$ cat src/rtl/jogo_sequencia_param.sv
// ============================================================================
// Module   : jogo_sequencia_param
// Purpose  : Parametrised sequence-memory game core (FSM, counters, edge
//            detector, play register, comparator). Optional per-play timeout
//            is enabled by defining JOGO_TIMEOUT_EN.
// Revision : 1.0 - initial release
// ============================================================================
`default_nettype none

module jogo_sequencia_param #(
    parameter int N_CHAVES       = 4,
    parameter int DEPTH          = 16,
    parameter int ADDR_W         = 4,
    parameter int TIMEOUT_CICLOS = 5000
) (
    input  logic                clock,
    input  logic                reset,
    input  logic                iniciar,
    input  logic [N_CHAVES-1:0] chaves,
    input  logic                mem_we,
    input  logic [ADDR_W-1:0]   mem_addr,
    input  logic [N_CHAVES-1:0] mem_dado,
    output logic                pronto,
    output logic                acertou,
    output logic                errou,
    output logic                timeout,
    output logic [N_CHAVES-1:0] leds,
    output logic [3:0]          db_estado,
    output logic [ADDR_W-1:0]   db_contagem,
    output logic [ADDR_W-1:0]   db_rodada,
    output logic [N_CHAVES-1:0] db_memoria,
    output logic                db_tem_jogada
);

    localparam logic [3:0] INICIAL     = 4'h0;
    localparam logic [3:0] PREPARA     = 4'h1;
    localparam logic [3:0] ESPERA      = 4'h2;
    localparam logic [3:0] REGISTRA    = 4'h3;
    localparam logic [3:0] COMPARA     = 4'h4;
    localparam logic [3:0] PROX_POS    = 4'h5;
    localparam logic [3:0] PROX_RODADA = 4'h6;
    localparam logic [3:0] FIM_ACERTO  = 4'hA;
    localparam logic [3:0] FIM_TIMEOUT = 4'hD;
    localparam logic [3:0] FIM_ERRO    = 4'hE;

    localparam logic [ADDR_W-1:0] ULTIMA_POS = ADDR_W'(DEPTH - 1);

    logic [3:0]          estado;
    logic [3:0]          prox_estado;
    logic [N_CHAVES-1:0] mem [DEPTH];
    logic [N_CHAVES-1:0] chaves_q;
    logic [N_CHAVES-1:0] jogada_reg;
    logic [ADDR_W-1:0]   pos;
    logic [ADDR_W-1:0]   rodada;
    logic                jogada;
    logic                escrita_ok;
    logic                igual;
    logic                expirou;

    assign jogada     = (chaves != '0) && (chaves_q == '0);
    assign escrita_ok = (estado == INICIAL) || (estado == FIM_ACERTO) ||
                        (estado == FIM_ERRO) || (estado == FIM_TIMEOUT);
    assign igual      = (jogada_reg == mem[pos]);

    // Sequence memory is deliberately outside the reset domain.
    always_ff @(posedge clock) begin
        if (mem_we && escrita_ok) begin
            mem[mem_addr] <= mem_dado;
        end
    end

`ifdef JOGO_TIMEOUT_EN
    localparam int TO_W = (TIMEOUT_CICLOS > 2) ? $clog2(TIMEOUT_CICLOS) : 1;
    logic [TO_W-1:0] cont_to;

    always_ff @(posedge clock or posedge reset) begin
        if (reset) begin
            cont_to <= '0;
        end else if (estado == ESPERA) begin
            cont_to <= cont_to + TO_W'(1);
        end else begin
            cont_to <= '0;
        end
    end

    assign expirou = (cont_to == TO_W'(TIMEOUT_CICLOS - 1));
`else
    logic unused_timeout_cfg;
    assign unused_timeout_cfg = (TIMEOUT_CICLOS > 0);
    assign expirou            = 1'b0;
`endif

    always_ff @(posedge clock or posedge reset) begin
        if (reset) begin
            estado <= INICIAL;
        end else begin
            estado <= prox_estado;
        end
    end

    always_comb begin
        prox_estado = estado;
        case (estado)
            INICIAL:     if (iniciar) prox_estado = PREPARA;
            PREPARA:     prox_estado = ESPERA;
            ESPERA: begin
                // A press in the final cycle of the window beats the timeout.
                if (jogada)       prox_estado = REGISTRA;
                else if (expirou) prox_estado = FIM_TIMEOUT;
            end
            REGISTRA:    prox_estado = COMPARA;
            COMPARA: begin
                if (!igual)                prox_estado = FIM_ERRO;
                else if (pos < rodada)     prox_estado = PROX_POS;
                else if (rodada == ULTIMA_POS) prox_estado = FIM_ACERTO;
                else                       prox_estado = PROX_RODADA;
            end
            PROX_POS:    prox_estado = ESPERA;
            PROX_RODADA: prox_estado = ESPERA;
            FIM_ACERTO, FIM_ERRO, FIM_TIMEOUT: if (iniciar) prox_estado = PREPARA;
            default:     prox_estado = INICIAL;
        endcase
    end

    always_ff @(posedge clock or posedge reset) begin
        if (reset) begin
            chaves_q   <= '0;
            jogada_reg <= '0;
            pos        <= '0;
            rodada     <= '0;
        end else begin
            chaves_q <= chaves;
            case (estado)
                PREPARA: begin
                    jogada_reg <= '0;
                    pos        <= '0;
                    rodada     <= '0;
                end
                REGISTRA:    jogada_reg <= chaves;
                PROX_POS:    pos <= pos + ADDR_W'(1);
                PROX_RODADA: begin
                    rodada <= rodada + ADDR_W'(1);
                    pos    <= '0;
                end
                default: ;
            endcase
        end
    end

    always_comb begin
        pronto  = 1'b0;
        acertou = 1'b0;
        errou   = 1'b0;
        timeout = 1'b0;
        case (estado)
            FIM_ACERTO: begin
                pronto  = 1'b1;
                acertou = 1'b1;
            end
            FIM_ERRO: begin
                pronto = 1'b1;
                errou  = 1'b1;
            end
            FIM_TIMEOUT: begin
                pronto  = 1'b1;
                errou   = 1'b1;
`ifdef JOGO_TIMEOUT_EN
                timeout = 1'b1;
`endif
            end
            default: ;
        endcase
    end

    assign leds          = jogada_reg;
    assign db_estado     = estado;
    assign db_contagem   = pos;
    assign db_rodada     = rodada;
    assign db_memoria    = mem[pos];
    assign db_tem_jogada = jogada;

endmodule

`default_nettype wire

$ cat config.mk
export PLATFORM = sky130hd
export DESIGN_NAME = jogo_sequencia_param
export DESIGN_NICKNAME = d
export VERILOG_FILES = /design/src/rtl/jogo_sequencia_param.sv
export SDC_FILE = /design/constraint.sdc
export NUM_CORES = 1
export LEC_CHECK = 0
export BUFFER_PORTS_ARGS = -buffer_cell sky130_fd_sc_hd__buf_4
export CORE_AREA = 2 2 95 97
export DETAILED_ROUTE_END_ITERATION = 12
export DIE_AREA = 0 0 97 99
export GPL_TIMING_DRIVEN = 0
export SLEW_MARGIN = 20
export SYNTH_ARGS = -nofsm -noshare
export SYNTH_HDL_FRONTEND = slang
export SYNTH_SLANG_ARGS = --single-unit
$ cat constraint.sdc
create_clock -name clock -period 3.7 [get_ports clock]
set_clock_uncertainty 0.15 [all_clocks]
set_input_delay 0.185 -clock clock [delete_from_list [all_inputs] [get_ports clock]]
set_output_delay 0.185 -clock clock [all_outputs]
set_load 0.05 [all_outputs]
==> flow_summary.ini, run 1 <==
[outcome]
outcome = completed

[timing]
final.min_clock_period_ns = 3.16
rsz0062_at_grt = false
tightestPinTransition_ns = 0.799
slew_violations = 0
worst_slack_ns = 0.545
tns_ns = 0
post-route-period-util_pct = 85.3
slew_headroom_pct = 46.7
max_freq_mhz = 317
hold_viol = 0
setup_violations = 0

[drt]
wirelength_mm = 7.78
drtIter0Drc = 144
route.detailed.drc = 0
vias_per_cell = 5.44
drt-wirelength-per-cell_um = 17.5
antenna_left = 0
drtPass1Iterations = 4
num_vias = 2422

[die]
die_w_um = 97
core-area_mm2 = 0.00855
dieArea_mm2 = 0.00960
rows = 34
io_pins = 41
start_util_pct = 44.2
dieHeight_um = 99

[clock_tree]
cts_hold_buf = 6
clk_latency_ns = 0.35
clock_sinks = 84
cts_buffers = 9
postCtsSetupBuffers = 0
cts.repair.resized = 0
clk_pin_slew_ns = 0.09
root_buffer = clkbuf_8
cts_buffer_depth = 2
tritoncts = built
htree_levels = 3

[synthesis]
yosys.area.top_type = edfxtp_1
synthCells = 277
async_reset_ff_share_pct = 23.8
dominantRegCellSynth = edfxtp_1
ys_ff_latch = 84
yosysSeqAreaShare_pct = 64.0
syn_avg_cell_area_um2 = 13.7
netlist_top_cells_count = edfxtp_1, nor2_1, nand2_1
ys_types = 47
synth_top_area_share_pct = 50.8
syn-num-nets = 298
yosys.cell_count.top_type = edfxtp_1
yosysWarnings = 0
synth_edf_count = 64
synthTopCellsByArea = edfxtp_1, dfrtp_1, mux4_1
netlist_area_mm2 = 0.00378

[layout]
drive_gt1_share_pct = 22.8
stdcell_area_mm2 = 0.00447
nets = 354
synthToLayoutAreaGrowth_pct = 18.1
final_util_pct = 52.2
diodes = 0

[place]
hpwl_mm = 5.41
io_buffers = 39
routabilityCongestion = 0.773
placed_area_mm2 = 0.00421
pre_cts_ws_ns = 0.602

[pwr]
p_leak_uw = 0.00162
pwr-share-clk_pct = 25.0
sw_frac_of_total_pct = 35.7
power_density_mw_per_mm2 = 580
pwr-share-comb_pct = 31.4
power_switching_uw = 926
power.ir.vdd_worst_mv = 0.274
intPower_uw = 1670
pwr-share-seq_pct = 43.6

[global_route]
grt_pass1_wl_mm = 12.4
grt_max_degree = 21
antenna_found_initial = 0
grtUsageTotal_pct = 16.9
grt_pass1_vias = 2302
overflow = 0

[hold_path]
min_path_type = input port to flip-flop

[setup_path]
cp_data_arrival_time_ns = 2.99
crit_type = flip-flop to flip-flop
critPathMaxFanout = 10
crit_path_end_kind = flip-flop
worstSetupStartpointType = flip-flop
critPathRequiredTime_ns = 3.54

[job]
maxCapViolCount = 0
worst max-delay path, cell delays in order, from the launching register on:
cell      delay [ns]
dfrtp_1         0.35
clkbuf_1        0.36
nor2b_1         0.43
a21oi_1         0.08
nor2b_1         0.15
o21ai_0         0.31
or3_1           0.50
nor3_1          0.46
layer usage:
metal | wire length (µm) | global-route usage, % | vias up
met4 | 80 | 5.20 | 0
met5 | 0 | 0 | -
met1 | 3650 | 23.3 | 1195
met2 | 3720 | 26.7 | 59
li1 | - | - | 1161
met3 | 333 | 4.18 | 7
worst paths after layout:
check,from,endpoint,slack (ns),cells past startpoint
max,db_estado[1],mem[0][0],0.54,7
min in group asynchronous,reset,chaves_q[0],0.40,3
max reg2reg,db_estado[1],mem[0][0],0.54,7
min reg2reg,leds[1],leds[1],0.40,2
min,mem_dado[0],mem[1][0],0.006,1
max in group asynchronous,reset,db_contagem[1],2.50,3
final cells by class:
| class | instances | area [µm²] |
|---|---|---|
| fillers | 732 | 4080 |
| flip-flops and latches | 84 | 2420 |
| multi-input cells | 172 | 1260 |
| repair buffers | 45 | 353 |
| well taps | 108 | 135 |
| clock buffers | 9 | 124 |
| plain buffers | 15 | 76.3 |
| clock inverters | 6 | 71.3 |
| inverters | 6 | 22.5 |
kinds of logic after synthesis:
logic type / after synthesis / synth area share [%]
AND/OR/NAND/NOR: 91 / 11.7
flip-flops: 84 / 64.0
AO/OA/AOI/OAI: 46 / 8.14
multiplexers: 25 / 10.8
buffers and inverters: 21 / 2.61
adder cells (fa/ha/maj): 5 / 1.65
XOR/XNOR: 4 / 0.926
other: 1 / 0.0991
state kept, by name (all words and copies together) (netlist names):
signal,cells
mem,64
db_rodada,4
leds,4
db_contagem,4
chaves_q,4
db_estado,4
layout by cell type, fill, tap and decap left out, types with 8 or more instances in the layout:
cell type,netlist,final
edfxtp_1,64,64
buf_4,2,41
nor2_1,27,27
nand2_1,25,25
dfrtp_1,20,20
o21ai_0,12,12
nand2b_1,10,10
mux2_2,9,9
clkbuf_8,0,9
clkbuf_1,8,8
a21oi_1,8,8
power by group through the flow:
stage | Clock (µW) | Combinational [µW] | Sequential [µW]
final | 648 | 814 | 1130
after global routing | 698 | 875 | 1140
after CTS | 661 | 815 | 1130
after detailed placement | 0 | 810 | 1150
after global placement | 0 | 802 | 1150
after floorplan | 0 | 435 | 1290
metrics by stage:
step	hold WS [ns]	total power, µW	instances
finish	0.00553	2590	445
global route	0.00121	2710	445
CTS	0.00132	2610	445
detailed placement	0.164	1960	424
global placement	0.164	1950	424
floorplan	-0.00117	1730	277
Power figures use the tool's default switching activity.
==> run 2, diff against run 1 <==
--- a/config.mk
+++ b/config.mk
@@ -10,6 +10,7 @@
 export DETAILED_ROUTE_END_ITERATION = 12
 export DIE_AREA = 0 0 97 99
 export GPL_TIMING_DRIVEN = 0
+export PLACE_DENSITY = 0.64
 export SLEW_MARGIN = 20
 export SYNTH_ARGS = -nofsm -noshare
 export SYNTH_HDL_FRONTEND = slang
==> flow_summary.ini, run 2 (synthesis gave the netlist of run 1 again) <==
[die]
dieArea_mm2 = 0.00960
start_util_pct = 44.2
die_w_um = 97
core-area_mm2 = 0.00855
dieHeight_um = 99
io_pins = 41
rows = 34

[layout]
drive_gt1_share_pct = 22.8
diodes = 0
final_cell_mix = edfxtp_1, buf_4, nor2_1, nand2_1, dfrtp_1
multi_input_area_mm2 = 0.00126
nFillCells = 717
regMostFlops = mem
layout_commonest_cell = edfxtp_1
nets = 354
largest_reg_flops = 64
synthToLayoutAreaGrowth_pct = 17.7
stdcell_area_mm2 = 0.00445
seq_area_mm2 = 0.00242

[setup_path]
critPathRequiredTime_ns = 3.54
crit_chain = clkbuf_1 -> nor2b_1 -> a21oi_1 -> nor2b_1 -> o21ai_0 -> or3_1 -> nor3_1
max_stage_delay_ns = 0.50
cp_slowest_cell = or3_1
r2r-start = db_estado[1]
crit_path_end_kind = flip-flop
cp_data_arrival_time_ns = 2.92
ff2ff_path_depth = 7
crit_type = flip-flop to flip-flop
worstSetupStartpointType = flip-flop
rr_endpoint = mem[0][1]
critPathMaxFanout = 10
crit_top_cell = nor2b_1
rrSetupSlack_ns = 0.62

[timing]
slew_headroom_pct = 46.9
post-route-period-util_pct = 83.3
max_freq_mhz = 324
rsz0062_at_grt = false
final.min_clock_period_ns = 3.08
hold_viol = 0
tns_ns = 0
tightestPinTransition_ns = 0.789
slew_violations = 0
setup_violations = 0

[drt]
drtPass1Iterations = 4
drt-wirelength-per-cell_um = 17.3
wirelength_mm = 7.72
route.detailed.drc = 0
drtIter0Drc = 128
vias_per_cell = 5.39
num_vias = 2402
antenna_left = 0

[clock_tree]
tritoncts = built
root_buffer = clkbuf_8
postCtsSetupBuffers = 0
cts_buffer_depth = 2
htree_levels = 3
cts_buffers = 9
clock_sinks = 84
clk_latency_ns = 0.35
clk_pin_slew_ns = 0.09

[place]
hpwl_mm = 5.39
io_buffers = 39
routabilityCongestion = 0.813
placed_area_mm2 = 0.00421

[hold_path]
hold_start = mem_dado[2]
min_to = mem[2][2]
hold_depth = 1
min_path_type = input port to flip-flop

[job]
maxCapViolCount = 0

[global_route]
grt_pass1_vias = 2341
overflow = 0
grt_pass1_wl_mm = 12.3
antenna_found_initial = 0
grt_max_degree = 21
grtUsageTotal_pct = 16.6

[pwr]
p_leak_uw = 0.00161
power_density_mw_per_mm2 = 570
power.ir.vdd_worst_mv = 0.278

[outcome]
outcome = completed
## run 2: where the power goes
group | switching (µW) | internal (µW) | total (µW)
Clock | 342 | 253 | 595
Combinational | 533 | 277 | 811
Sequential | 54.2 | 1080 | 1130
## run 2: layout make-up
cell class              instances  area share, %
clock buffers                   9           2.78
repair buffers                 45           7.93
multi-input cells             172           28.4
well taps                     108           3.04
flip-flops and latches         84           54.4
plain buffers                  15           1.71
clock inverters                 7           1.26
inverters                       6          0.506
## run 2: how the worst max path moves through the flow
| stage | from | to | slack (ns) | cells after the start |
|---|---|---|---|---|
| 2_1_floorplan | db_estado[1] | mem[0][0] | 0.07 | 7 |
| 3_3_place_gp | db_estado[1] | mem[0][1] | 0.70 | 7 |
| 3_5_place_dp | db_estado[1] | mem[0][1] | 0.65 | 7 |
| 4_1_cts | db_estado[1] | mem[0][1] | 0.64 | 7 |
| 5_1_grt | db_estado[1] | mem[0][2] | 0.38 | 7 |
| 6_report | db_estado[1] | mem[0][1] | 0.62 | 7 |
## run 2: stage by stage
stage                     instances  setup slack [ns]  utilization, %  hold WS (ns)  power (µW)
after global placement          424             0.701            49.3         0.164        1950
after detailed placement        424             0.646            49.3         0.164        1960
after floorplan                 277            0.0663               -      -0.00117        1730
after global routing            446             0.385            52.1        0.0106        2660
after CTS                       446             0.635            52.1       0.00422        2550
final                           446             0.618            52.1       0.00647        2540
## run 2: critical path, delay by kind of cell (launching register included)
| kind | cells | cell delay, ns |
|---|---|---|
| buf+inv | 1 | 0.34 |
| flops | 1 | 0.35 |
| compound gates | 2 | 0.39 |
| simple gates | 4 | 1.49 |
## run 2: metal layers
metal  vias to the layer above  share of wire [%]  track usage [%]  wire length [µm]
li1                       1167                  -                -                 -
met5                         -                  0                0                 0
met4                         0               0.56             3.25                43
met1                      1164                 46             22.0              3550
met3                         4                4.1             4.54               314
met2                        67                 49             27.8              3810
## run 2: timing repair
| action | CTS | global route |
|---|---|---|
| hold endpoints to repair | 38 | 0 |
| hold buffers | 6 | 0 |
| gates resized for setup | 0 | 0 |
==> run 3, diff against run 2 <==
--- a/config.mk
+++ b/config.mk
@@ -10,7 +10,7 @@
 export DETAILED_ROUTE_END_ITERATION = 12
 export DIE_AREA = 0 0 97 99
 export GPL_TIMING_DRIVEN = 0
-export PLACE_DENSITY = 0.64
+export PLACE_DENSITY = 0.66
 export SLEW_MARGIN = 20
 export SYNTH_ARGS = -nofsm -noshare
 export SYNTH_HDL_FRONTEND = slang
==> constraint.sdc (replaced) <==
create_clock -name clock -period 2.62 [get_ports clock]
set_clock_uncertainty 0.15 [all_clocks]
set_input_delay 0.131 -clock clock [delete_from_list [all_inputs] [get_ports clock]]
set_output_delay 0.131 -clock clock [all_outputs]
set_load 0.05 [all_outputs]
==> flow_summary.ini, run 3 (synthesis gave the netlist of run 1 again) <==
[outcome]
outcome = completed

[global_route]
grtUsageTotal_pct = 17.1
grt_max_degree = 21
antenna_found_initial = 0
grt_pass1_wl_mm = 12.6
overflow = 0
grt_pass1_vias = 2388

[place]
place_inst = 424
io_buffers = 39
hpwl_mm = 5.51
routabilityCongestion = 0.808
pre_cts_ws_ns = -0.0947

[setup_path]
cp_slowest_cell = mux4_2
worstSetupStartpointType = flip-flop
cp_data_arrival_time_ns = 2.63
crit_chain = buf_12 -> mux4_2 -> and2_4 -> a211oi_4 -> a31oi_4 -> xor2_2 -> nor4_4 -> o221ai_1
crit_type = flip-flop to flip-flop
max_stage_delay_ns = 0.53
critPathRequiredTime_ns = 2.69
critPathMaxFanout = 9
crit_path_end_kind = flip-flop

[clock_tree]
clk_pin_slew_ns = 0.09
cts_buffer_depth = 2
clk_latency_ns = 0.34
root_buffer = clkbuf_8
htree_levels = 3
cts_buffers = 9
clock_sinks = 84
tritoncts = built

[die]
core-area_mm2 = 0.00855
rows = 34
dieHeight_um = 99
die_w_um = 97
io_pins = 41
dieArea_mm2 = 0.00960
start_util_pct = 44.2

[pwr]
power_switching_uw = 1370
power.ir.vdd_worst_mv = 0.424
pwr-share-seq_pct = 43.3
intPower_uw = 2340
power_density_mw_per_mm2 = 790
pwr-share-clk_pct = 22.7
sw_frac_of_total_pct = 36.9
p_leak_uw = 0.00168
pwr-share-comb_pct = 34.0

[timing]
final.min_clock_period_ns = 2.56
worst_hold_slack_ns = 0.119
hold_viol = 0
tightestPinTransition_ns = 0.814
slew_violations = 0
post-route-period-util_pct = 97.7
slew_headroom_pct = 45.7
max_freq_mhz = 391
setup_violations = 0
worst_slack_ns = 0.0607
rsz0062_at_grt = true

[layout]
regMostFlops = mem
diodes = 0
drive_gt1_share_pct = 31.3
layout_commonest_cell = edfxtp_1
final_cell_mix = edfxtp_1, buf_4, nand2_1, nor2_1, dfrtp_1
largest_reg_flops = 64
final_util_pct = 55.0
nets = 362
instances_no_fill = 453
synthToLayoutAreaGrowth_pct = 24.2

[drt]
drt-wirelength-per-cell_um = 17.3
num_vias = 2471
drtIter0Drc = 98
drtPass1Iterations = 4
wirelength_mm = 7.85
route.detailed.drc = 0
antenna_left = 0
vias_per_cell = 5.45

[hold_path]
min_path_type = input port to flip-flop

[job]
maxCapViolCount = 0
-- run 3: changes by cell type in the layout (fill, tap and decap cells not counted), moves of 3 or more --
| cell | change |
|---|---|
| nor3_1 | -4 |
| buf_4 | +5 |
| dlygate4sd3_1 | +6 |
| nor2_1 | -5 |
| nor2b_4 | +3 |
| dfrtp_2 | +5 |
| dfrtp_1 | -5 |
| nor2_2 | +5 |
| nor2b_1 | -3 |
| nor3_2 | +3 |
| buf_2 | -4 |
-- run 3: power by group through the flow --
stage               combinational [µW]  sequential, µW  clock (µW)
global route                      1360            1620         931
global placement                  1180            1630           0
detailed placement                1190            1630           0
finish                            1260            1610         844
CTS                               1230            1600         873
floorplan                          662            1830           0
-- run 3: area by class of cell --
class | instances | area [µm²]
Timing Repair Buffer | 53 | 428
Tap cell | 108 | 135
Fill cell | 705 | 3850
Clock buffer | 9 | 124
Clock inverter | 6 | 55.1
Buffer | 15 | 104
Sequential cell | 84 | 2430
Inverter | 6 | 22.5
Multi-Input combinational cell | 172 | 1400
-- run 3: through the flow --
| step | cell area, µm² | total power (µW) | TNS, ns |
|---|---|---|---|
| after floorplan | 3900 | 2490 | -0.140 |
| after global placement | 4330 | 2810 | -0.335 |
| after detailed placement | 4330 | 2830 | -0.343 |
| after CTS | 4630 | 3700 | 0 |
| after global routing | 4700 | 3910 | -0.0182 |
| final | 4700 | 3720 | 0 |
-- run 3: what timing repair did --
action	CTS	global route
pin swaps	0	2
endpoints found under the setup margin	4	45
hold endpoints to repair	97	0
resized for setup	2	15
hold buffers	12	0
buffers inserted	0	2
-- run 3: per-layer routing --
layer  up-vias  part of all wire, %  GRT usage (%)
met5         -                    0              0
met4         0                 0.68           3.25
met3         6                  3.4           5.04
met2        58                   50           28.7
met1      1228                   46           22.4
li1       1179                    -              -
-- run 3: critical path: cells and delay by family, from the launching register on --
kind | cells | cell delay (ns)
xor gates and xnor gates | 1 | 0.18
muxes | 1 | 0.53
DFF | 1 | 0.42
AOI/OAI and AO/OA | 3 | 0.44
buffers and inverters | 1 | 0.15
and+or+nand+nor | 2 | 0.57
-- run 3: final timing paths --
| path | depth (start not counted) | from | endpoint | slack, ns |
|---|---|---|---|---|
| max | 8 | db_contagem[0] | db_estado[3] | 0.06 |
| min | 3 | mem_addr[1] | mem[0][3] | 0.12 |
| max reg2reg | 8 | db_contagem[0] | db_estado[3] | 0.06 |
| min reg2reg | 2 | leds[0] | leds[0] | 0.40 |
| max in group asynchronous | 3 | reset | db_estado[1] | 1.41 |
| min in group asynchronous | 3 | reset | db_estado[0] | 0.35 |
